File: config.mk
export PLATFORM = sky130hd
export DESIGN_NAME = mult_div_unit
export DESIGN_NICKNAME = d
export VERILOG_FILES = /design/src/rtl/mdu_pkg.sv /design/src/rtl/mdu_step.sv /design/src/rtl/mult_div_unit.sv
export SDC_FILE = /design/constraint.sdc
export NUM_CORES = 1
export LEC_CHECK = 0
export BUFFER_PORTS_ARGS = -buffer_cell sky130_fd_sc_hd__buf_2
export CAP_MARGIN = 20
export CORE_UTILIZATION = 45
export CTS_BUF_LIST = sky130_fd_sc_hd__clkbuf_8
export CTS_CLUSTER_DIAMETER = 120
export DETAILED_ROUTE_END_ITERATION = 10
export GPL_TIMING_DRIVEN = 0
export PLACE_DENSITY = 0.72
export SETUP_SLACK_MARGIN = 0.1
export SYNTH_ARGS = -nofsm -noshare
export SYNTH_HDL_FRONTEND = slang
export SYNTH_SLANG_ARGS = --single-unit
File: constraint.sdc
create_clock -name clk -period 6.2 [get_ports clk]
set_input_delay 0 -clock clk [delete_from_list [all_inputs] [get_ports clk]]
set_output_delay 0 -clock clk [all_outputs]
set_load 0.005 [all_outputs]
File: src/rtl/mdu_pkg.sv
// Shared encodings for the multiply/divide unit: op codes, FSM states and the
// quotient returned on a zero divisor.
package mdu_pkg;

  typedef enum logic [1:0] {
    MDU_MULTU = 2'b00,
    MDU_MULT  = 2'b01,
    MDU_DIVU  = 2'b10,
    MDU_DIV   = 2'b11
  } mdu_op_e;

  typedef enum logic [1:0] {
    IDLE = 2'b00,
    RUN  = 2'b01,
    FIN  = 2'b10
  } mdu_state_e;

  localparam logic [31:0] MDU_DIV0_Q = 32'hFFFF_FFFF;

endpackage

File: src/rtl/mdu_step.sv
// One iteration of the multiply/divide datapath on the {acc, opr} pair:
// shift-add (right shift) for multiply, restoring shift-subtract for divide.
module mdu_step #(
  parameter int WIDTH = 32
) (
  input  logic             is_div_i,
  input  logic [WIDTH-1:0] acc_i,
  input  logic [WIDTH-1:0] opr_i,
  input  logic [WIDTH-1:0] b_i,
  output logic [WIDTH-1:0] acc_o,
  output logic [WIDTH-1:0] opr_o
);

  logic [WIDTH:0]   sum;
  logic [WIDTH:0]   shifted;
  logic [WIDTH-1:0] diff;

  always_comb begin
    sum     = {1'b0, acc_i} + {1'b0, b_i};
    shifted = {acc_i, opr_i[WIDTH-1]};
    // When the subtract succeeds the true difference is below b, so W bits suffice.
    diff    = shifted[WIDTH-1:0] - b_i;
    acc_o   = acc_i;
    opr_o   = opr_i;
    if (is_div_i) begin
      if (shifted >= {1'b0, b_i}) begin
        acc_o = diff;
        opr_o = {opr_i[WIDTH-2:0], 1'b1};
      end else begin
        acc_o = shifted[WIDTH-1:0];
        opr_o = {opr_i[WIDTH-2:0], 1'b0};
      end
    end else if (opr_i[0]) begin
      acc_o = sum[WIDTH:1];
      opr_o = {sum[0], opr_i[WIDTH-1:1]};
    end else begin
      acc_o = {1'b0, acc_i[WIDTH-1:1]};
      opr_o = {acc_i[0], opr_i[WIDTH-1:1]};
    end
  end

endmodule

File: src/rtl/mult_div_unit.sv
// Iterative MULT/MULTU/DIV/DIVU unit holding results in HI/LO.
// Define MDU_SIGNED_EN to build signed MULT/DIV; otherwise they behave as MULTU/DIVU.
module mult_div_unit
  import mdu_pkg::*;
#(
  parameter int WIDTH = 32
) (
  input  logic             clk,
  input  logic             reset,
  input  logic             start,
  input  logic [1:0]       op,
  input  logic [WIDTH-1:0] a,
  input  logic [WIDTH-1:0] b,
  input  logic             mthi,
  input  logic             mtlo,
  input  logic [WIDTH-1:0] wd,
  output logic             busy,
  output logic             done,
  output logic [WIDTH-1:0] hi,
  output logic [WIDTH-1:0] lo,
  output logic [1:0]       dbg_state
);

  localparam int CW = (WIDTH > 1) ? $clog2(WIDTH) : 1;
  localparam logic [CW-1:0] LAST_CNT = CW'(WIDTH - 1);

  // Handshake: start (and mthi/mtlo) are taken on a rising edge only while busy=0;
  // done pulses for one cycle with HI/LO already holding the new result.
  mdu_state_e       state_q, state_d;
  logic [CW-1:0]    cnt_q, cnt_d;
  logic [WIDTH-1:0] acc_q, acc_d;
  logic [WIDTH-1:0] opr_q, opr_d;
  logic [WIDTH-1:0] b_q, b_d;
  logic [WIDTH-1:0] a_raw_q, a_raw_d;
  mdu_op_e          op_q, op_d;
  logic [WIDTH-1:0] hi_q, hi_d;
  logic [WIDTH-1:0] lo_q, lo_d;

  logic             accept;
  logic             last_step;
  logic             is_div;
  logic [WIDTH-1:0] a_mag, b_mag;
  logic [WIDTH-1:0] step_acc, step_opr;
  logic [WIDTH-1:0] res_hi, res_lo;

  always_ff @(posedge clk or posedge reset) begin
    if (reset) state_q <= IDLE;
    else       state_q <= state_d;
  end

  always_comb begin
    state_d = state_q;
    busy    = 1'b0;
    done    = 1'b0;
    accept  = 1'b0;
    case (state_q)
      IDLE: begin
        if (start) begin
          accept  = 1'b1;
          state_d = RUN;
        end
      end
      RUN: begin
        busy = 1'b1;
        if (cnt_q == LAST_CNT) state_d = FIN;
      end
      FIN: begin
        done = 1'b1;
        if (start) begin
          accept  = 1'b1;
          state_d = RUN;
        end else begin
          state_d = IDLE;
        end
      end
      default: state_d = IDLE;
    endcase
  end

  assign last_step = (state_q == RUN) && (cnt_q == LAST_CNT);
  assign is_div    = (op_q == MDU_DIVU) || (op_q == MDU_DIV);

  mdu_step #(.WIDTH(WIDTH)) u_step (
    .is_div_i (is_div),
    .acc_i    (acc_q),
    .opr_i    (opr_q),
    .b_i      (b_q),
    .acc_o    (step_acc),
    .opr_o    (step_opr)
  );

`ifdef MDU_SIGNED_EN
  logic             sgn_op;
  logic             a_neg, b_neg;
  logic             sa_q, sb_q;
  logic [2*WIDTH-1:0] prod_neg;

  assign sgn_op   = (op == MDU_MULT) || (op == MDU_DIV);
  assign a_neg    = sgn_op && a[WIDTH-1];
  assign b_neg    = sgn_op && b[WIDTH-1];
  assign a_mag    = a_neg ? (~a + 1'b1) : a;
  assign b_mag    = b_neg ? (~b + 1'b1) : b;
  assign prod_neg = ~{step_acc, step_opr} + 1'b1;

  always_ff @(posedge clk or posedge reset) begin
    if (reset) begin
      sa_q <= 1'b0;
      sb_q <= 1'b0;
    end else if (accept) begin
      sa_q <= a_neg;
      sb_q <= b_neg;
    end
  end

  // Quotient/product take sign(a)^sign(b); the remainder follows the dividend.
  always_comb begin
    res_hi = step_acc;
    res_lo = step_opr;
    if (is_div) begin
      if (sa_q ^ sb_q) res_lo = ~step_opr + 1'b1;
      if (sa_q)        res_hi = ~step_acc + 1'b1;
    end else if (sa_q ^ sb_q) begin
      res_hi = prod_neg[2*WIDTH-1:WIDTH];
      res_lo = prod_neg[WIDTH-1:0];
    end
    if (is_div && (b_q == '0)) begin
      res_lo = WIDTH'(MDU_DIV0_Q);
      res_hi = a_raw_q;
    end
  end
`else
  assign a_mag = a;
  assign b_mag = b;

  always_comb begin
    res_hi = step_acc;
    res_lo = step_opr;
    if (is_div && (b_q == '0)) begin
      res_lo = WIDTH'(MDU_DIV0_Q);
      res_hi = a_raw_q;
    end
  end
`endif

  always_comb begin
    acc_d   = acc_q;
    opr_d   = opr_q;
    b_d     = b_q;
    a_raw_d = a_raw_q;
    op_d    = op_q;
    cnt_d   = cnt_q;
    hi_d    = hi_q;
    lo_d    = lo_q;
    if (accept) begin
      acc_d   = '0;
      opr_d   = a_mag;
      b_d     = b_mag;
      a_raw_d = a;
      op_d    = mdu_op_e'(op);
      cnt_d   = '0;
    end else if (busy) begin
      acc_d = step_acc;
      opr_d = step_opr;
      cnt_d = last_step ? '0 : cnt_q + CW'(1);
    end
    // A completing op wins; register writes are only honoured while not busy.
    if (last_step) begin
      hi_d = res_hi;
      lo_d = res_lo;
    end else if (!busy) begin
      if (mthi) hi_d = wd;
      if (mtlo) lo_d = wd;
    end
  end

  always_ff @(posedge clk or posedge reset) begin
    if (reset) begin
      cnt_q   <= '0;
      acc_q   <= '0;
      opr_q   <= '0;
      b_q     <= '0;
      a_raw_q <= '0;
      op_q    <= MDU_MULTU;
      hi_q    <= '0;
      lo_q    <= '0;
    end else begin
      cnt_q   <= cnt_d;
      acc_q   <= acc_d;
      opr_q   <= opr_d;
      b_q     <= b_d;
      a_raw_q <= a_raw_d;
      op_q    <= op_d;
      hi_q    <= hi_d;
      lo_q    <= lo_d;
    end
  end

  assign hi        = hi_q;
  assign lo        = lo_q;
  assign dbg_state = state_q;

endmodule
==> results of run 1 <==
==> metal layers <==
metal	up-vias	global-route usage	part of all wire
met5	-	0	0
met1	6881	0.449	0.42
met4	0	0.125	0.035
met3	124	0.0516	0.083
met2	752	0.543	0.46
li1	6496	-	-
==> area by class of cell <==
class	count	area (um2)
repair buffers	270	1870
inverters	55	214
well taps	384	480
multi-input cells	1279	7810
flip-flops and latches	200	5000
plain buffers	100	400
fillers	2751	12800
clock buffers	17	234
clock inverters	15	176
==> worst max-delay path: cells and delay by family (launching register included) <==
kind	cells	cell delay (ns)
flip-flops	1	0.48
AO/OA/AOI/OAI	6	1.93
AND/OR/NAND/NOR	3	0.89
buffers and inverters	3	0.51
adder cells (fa/ha/maj)	1	0.27
==> kinds of logic after synthesis <==
logic type	after synthesis	share of synthesized area
xor+xnor	44	0.0287
mux	49	0.0371
compound gates	596	0.282
fa+ha+maj	68	0.0645
flops	200	0.373
simple gates	522	0.170
buf+inv	155	0.0452
==> sequential cells by signal, indices dropped and copies added (netlist names) <==
register	cells
a_raw_q	32
acc_q	32
b_q	32
hi	32
lo	32
opr_q	32
cnt_q	5
dbg_state	2
op_q	1
==> cell usage after synthesis (4+ instances only) <==
library cell	number	area [um2]
a32oi_1	4	35.0
nand2b_1	5	31.3
o21ai_1	7	35.0
o21ai_0	176	881
a221o_1	8	80.1
mux2i_1	46	460
xor2_1	13	114
o22ai_1	4	25.0
and2_1	7	43.8
o211ai_1	9	67.6
nand3_1	26	130
nand4_1	14	87.6
buf_1	14	52.6
a22o_1	28	245
o31ai_1	21	158
dfrtp_1	200	5000
or2_2	4	25.0
a31oi_1	14	87.6
o21a_1	18	135
nor4_1	12	75.1
a211oi_1	21	158
or3_1	7	43.8
nand2_1	310	1160
clkbuf_1	80	300
a21oi_1	159	796
o21bai_1	11	82.6
a41oi_1	5	43.8
and3_1	12	75.1
nor3_1	34	170
nor2_1	68	255
xnor2_1	31	272
a22oi_1	35	263
nor2b_1	11	68.8
a21o_1	28	210
ha_1	66	826
a31o_2	6	52.6
inv_1	53	199
==> per-stage QoR <==
step	setup TNS, ns	util
2_1_floorplan	0	-
3_3_place_gp	-315.74	0.508
3_5_place_dp	0	0.510
4_1_cts	0	0.558
5_1_grt	0	0.558
6_report	0	0.558
==> timing repair <==
item	CTS	global route
gates resized for setup	0	0
hold buffers	98	0
hold endpoints to repair	260	0
==> worst paths after layout <==
| check | start | endpoint | slack [ns] | cells after the start |
|---|---|---|---|---|
| worst max-delay path | b_q[24]$_DFFE_PP0P_ | hi[31]$_DFFE_PP0P_ | 1.96 | 13 |
| worst min-delay path | mtlo | lo[29]$_DFFE_PP0P_ | 0.13 | 3 |
| worst max register to register | b_q[24]$_DFFE_PP0P_ | hi[31]$_DFFE_PP0P_ | 1.96 | 13 |
| worst min register to register | a_raw_q[2]$_DFFE_PP0P_ | a_raw_q[2]$_DFFE_PP0P_ | 0.48 | 2 |
| max in group asynchronous | reset | lo[19]$_DFFE_PP0P_ | 5.05 | 4 |
| min in group asynchronous | reset | b_q[20]$_DFFE_PP0P_ | 0.14 | 3 |
==> impl_metrics.yaml, run 1 <==
outcome:
  status: "complete, no violations"
floorplanning:
  core_um2: 29000
  die_area_um2: 30500
  die_w_um: 175
  rows: 62
  chipHeight_um: 175
  initial_core_util: 0.462
  ioPinCount: 171
sta:
  timing.final.crit_share: 0.684
  timing.hold.ws_ns: 0.134
  worst_pin_slew_ns: 1.12
  setup_viol: 0
  hold_viol_final: 0
  slew_violations: 0
  rsz0062_at_grt: "false"
  max_freq_mhz: 236
  relSlewSlack: 0.252
  final.setup.worst_slack_ns: 1.96
  period_minus_slack_ns: 4.24
  skew_ns: 0.0339
critical_path:
  worstSetupPathType: "reg -> reg"
  critPathLaunchType: "flip-flop"
  arrival_ns: 4.61
  crit_chain: "inv_1 > ha_1 > buf_2 > a21o_1 > o21bai_1 > a21oi_2 > nand2b_4 > o22ai_1 > nor3_1 > buf_4 > a32o_1 > nor3_1 > o21ai_0"
  crit_fanout: 10
  slowest_stage: "o22ai_1"
  cp.required_ns: 6.57
  cp_common_cell: "nor3_1"
  crit_path_end_kind: "flip-flop"
  slowest_delay_ns: 0.83
drt:
  vias: 14300
  drt_iter0_markers: 1490
  drt-vias-per-instance: 6.14
  drtPass1Iterations: 6
  wire_per_inst_um: 22.0
  drc: 0
  ant_nets: 0
  drt_wl_total_um: 51000
finish:
  num_antenna_cells: 0
  nets: 2094
  most-common-layout-cells: "310 x nand2_1, 200 x dfrtp_1, 176 x o21ai_0"
  layout_commonest_cell: "nand2_1"
  drive_above_1_share: 0.123
  instances_no_fill: 2320
  area_growth_pct: 20.7
  stdcell_area_um2: 16200
global_route:
  gr-usage-all-layers: 0.334
  antenna_found_initial: 0
  grt_overflow: 0
  grt_max_degree: 102
  grt_first_pass_wirelength_um: 78400
  grt_pass1_vias: 13600
synthesis:
  synthArstFlopShare: 1.00
  postSynthCellCount: 1634
  synth_edf_count: 0
  synth.cell_area_um2: 13400
  avgSynthCellArea_um2: 8.21
  ys_seq_area_frac: 0.373
  yosysUniqueCellTypes: 80
  synthFlopType: "dfrtp_1"
  syn-num-nets: 1805
  synth-seq-cells: 200
  yosys_warnings: 0
placed_design:
  dp.final_hpwl_um: 39300
  finalWeightedCongestion: 0.958
  port_buffers: 169
  dp.cells: 2190
  placed_area_um2: 14800
  dp_slack_ns: 2.10
run:
  max-cap-violations: 0
cts:
  cts_sinks: 200
  clk_pin_slew_worst_paths_ns: 0.14
  cts_made_buffers: 17
  clk_latency_ns: 0.52
  cts_tree: "yes"
  post_cts_buffers: 0
  cts-htree-levels: 4
  clock-root-buffer: "clkbuf_8"
  cts_buffer_depth: 2
worst_hold_path:
  hold_path.class: "in -> reg"
Power of run 1 is left out: the tool's default activity adds up to more than one toggle a clock period on the data nets, which glitch-free logic cannot reach.
==> run 2: changes to the inputs <==
- ABC_AREA: not set -> 1
- PLACE_DENSITY: 0.72 -> 0.71
- clock period: 6.2 -> 4.05 ns (I/O delays scaled with it)
==> impl_metrics.yaml, run 2 <==
outcome:
  status: "complete, no violations"
placed_design:
  port_buffers: 169
  placed_area_um2: 16700
  finalWeightedCongestion: 0.984
  dp_slack_ns: 0.786
  dp.final_hpwl_um: 49500
drt:
  drtPass1Iterations: 7
  ant_nets: 0
  wire_per_inst_um: 19.7
  drt_iter0_markers: 1845
  vias: 17100
  drt-vias-per-instance: 5.42
  drc: 0
  drt_wl_total_um: 62100
global_route:
  grt_first_pass_wirelength_um: 92800
  grt_max_degree: 43
  gr-usage-all-layers: 0.366
  grt_pass1_vias: 16000
  grt_overflow: 0
  antenna_found_initial: 0
sta:
  setup_viol: 0
  hold_viol_final: 0
  tns_ns: 0
  relSlewSlack: 0.222
  slew_violations: 0
  skew_ns: 0.0252
  max_freq_mhz: 290
  final.setup.worst_slack_ns: 0.599
  worst_pin_slew_ns: 1.16
  period_minus_slack_ns: 3.45
  rsz0062_at_grt: "false"
  timing.final.crit_share: 0.852
synthesis:
  netlist.area_leader.share: 0.330
  synth_simple_gate_area_frac: 0.341
  synth.cell_area_um2: 15200
  synth-compound-area-share: 0.137
  yosys.area_share.adder: 0.0571
  synth-seq-cells: 200
  synth_top_family_by_area: "simple AND/OR/NAND/NOR gates"
  synth_most_common_cell: "nand2_1"
  yosys_warnings: 0
  yosys-mux-area-fraction: 0.00264
  synthArstFlopShare: 1.00
  avgSynthCellArea_um2: 6.30
  yosysUniqueCellTypes: 42
  synth_xor_area_frac: 0.0110
  synthFlopType: "dfrtp_1"
  yosysTopAreaCell: "dfrtp_1"
  postSynthCellCount: 2408
  synth_edf_count: 0
  synth_area_leaders: "dfrtp_1 33%, nand2_1 19%, inv_1 9.8%"
  synth_commonest_cells: "773 x nand2_1, 396 x inv_1, 225 x nor2_1"
  ys_seq_area_frac: 0.330
  syn-num-nets: 2579
cts:
  cts_tree: "yes"
  cts-htree-levels: 4
  cts_resized: 0
  cts_sinks: 200
  ctsHoldBuffers: 99
  cts_buffer_depth: 2
  clk_pin_slew_worst_paths_ns: 0.11
  clock-root-buffer: "clkbuf_8"
  post_cts_buffers: 0
  clk_latency_ns: 0.53
  cts_made_buffers: 17
finish:
  num_antenna_cells: 0
  most-common-layout-cells: "773 x nand2_1, 397 x inv_1, 225 x nor2_1"
  nets: 2872
  drive_above_1_share: 0.0896
  area_growth_pct: 18.8
  stdcell_area_um2: 18000
  layout_commonest_cell: "nand2_1"
power_and_ir_drop:
  max-vdd-ir-drop_v: 0.000517
  p_comb_frac: 0.719
  cellLeakagePower_nw: 9.90
  seqPwrFrac: 0.210
  pwr_density_cell_nw_per_um2: 1010
  p_int_mw: 7.60
  power_frac_clock: 0.071
  p_switching_mw: 10.6
  switching_share: 0.583
floorplanning:
  chipHeight_um: 186
  core_um2: 32900
  die_area_um2: 34400
  die_w_um: 186
  rows: 66
  ioPinCount: 171
  initial_core_util: 0.461
critical_path:
  arrival_ns: 3.89
  crit_path_end_kind: "flip-flop"
  crit_fanout: 10
  cp.required_ns: 4.49
  critPathLaunchType: "flip-flop"
  worstSetupPathType: "reg -> reg"
run:
  max-cap-violations: 0
worst_hold_path:
  hold_path.class: "in -> reg"
[run 2: changes by cell type after synthesis, sizes merged, moves of 42 or more]
| cell | previous run | this run |
|---|---|---|
| nand2 | 310 | 792 |
| inv | 54 | 396 |
| nor2 | 70 | 233 |
| nand3 | 26 | 135 |
| nand4 | 14 | 61 |
| mux2i | 46 | 4 |
[run 2: logic make-up after synthesis]
kind of cell,Yosys count
AOI/OAI and AO/OA,379
muxes,4
and+or+nand+nor,1250
DFF,200
xor gates and xnor gates,19
buffers and inverters,488
adders and majority gates,68
[run 2: area by class of cell]
type / instances / area, um2
fill: 3345 / 14800
multi-input combinational: 1720 / 8310
sequential: 200 / 5000
timing repair buffer: 274 / 1940
inverter: 400 / 1510
tap: 442 / 553
buffer: 88 / 345
clock buffer: 19 / 262
clock inverter: 12 / 92.6
[run 2: per-stage QoR]
stage | total power [mW] | std cells | utilization | hold WS, ns
finish | 18.2 | 3155 | 0.548 | 0.124
global route | 19.8 | 3155 | 0.548 | 0.128
CTS | 17.9 | 3155 | 0.548 | 0.103
detailed placement | 16.5 | 3025 | 0.507 | -0.0253
global placement | 16.4 | 3019 | 0.504 | 0.207
floorplan | 12.2 | 2408 | - | 0.110
[run 2: worst max-delay path, stage by stage (launching register included)]
cell     delay (ns)
dfrtp_1        0.50
ha_1           0.43
nand2_1        0.12
nor2_1         0.55
nand3_1        0.15
nor2_1         0.11
nand2_1        0.07
nand2_1        0.11
nor2_4         0.08
nand2_2        0.16
buf_2          0.34
nand4_1        0.27
nand4_1        0.24
nand2_1        0.10
a21oi_1        0.14
[run 2: per-layer routing]
metal  track usage  up-vias  part of all wire  wire (um)
met2         0.550      769              0.43      26800
met5             0        -                 0          0
met4         0.121        0             0.033       2020
li1              -     8220                 -          -
met1         0.527     8014              0.46      28500
met3        0.0661      101             0.078       4830
[run 2: path summary, 6_finish.rpt]
check / from / endpoint / slack [ns] / depth (start not counted)
max: acc_q[6]$_DFFE_PP0P_ / hi[17]$_DFFE_PP0P_ / 0.60 / 14
min: mthi / hi[30]$_DFFE_PP0P_ / 0.12 / 4
max reg2reg: acc_q[6]$_DFFE_PP0P_ / hi[17]$_DFFE_PP0P_ / 0.60 / 14
min reg2reg: a_raw_q[9]$_DFFE_PP0P_ / a_raw_q[9]$_DFFE_PP0P_ / 0.49 / 2
max in group asynchronous: reset / acc_q[4]$_DFFE_PP0P_ / 2.38 / 7
min in group asynchronous: reset / hi[20]$_DFFE_PP0P_ / 0.59 / 4
[run 2: power groups by stage]
stage               logic (mW)  clock network (mW)  registers [mW]
CTS                       12.8                1.29            3.81
floorplan                 8.64                   0            3.55
detailed placement        12.7                   0            3.85
global route              14.5                1.37            3.91
global placement          12.5                   0            3.83
finish                    13.1                1.29            3.82
Note: power is estimated with default switching activity, not from simulation.
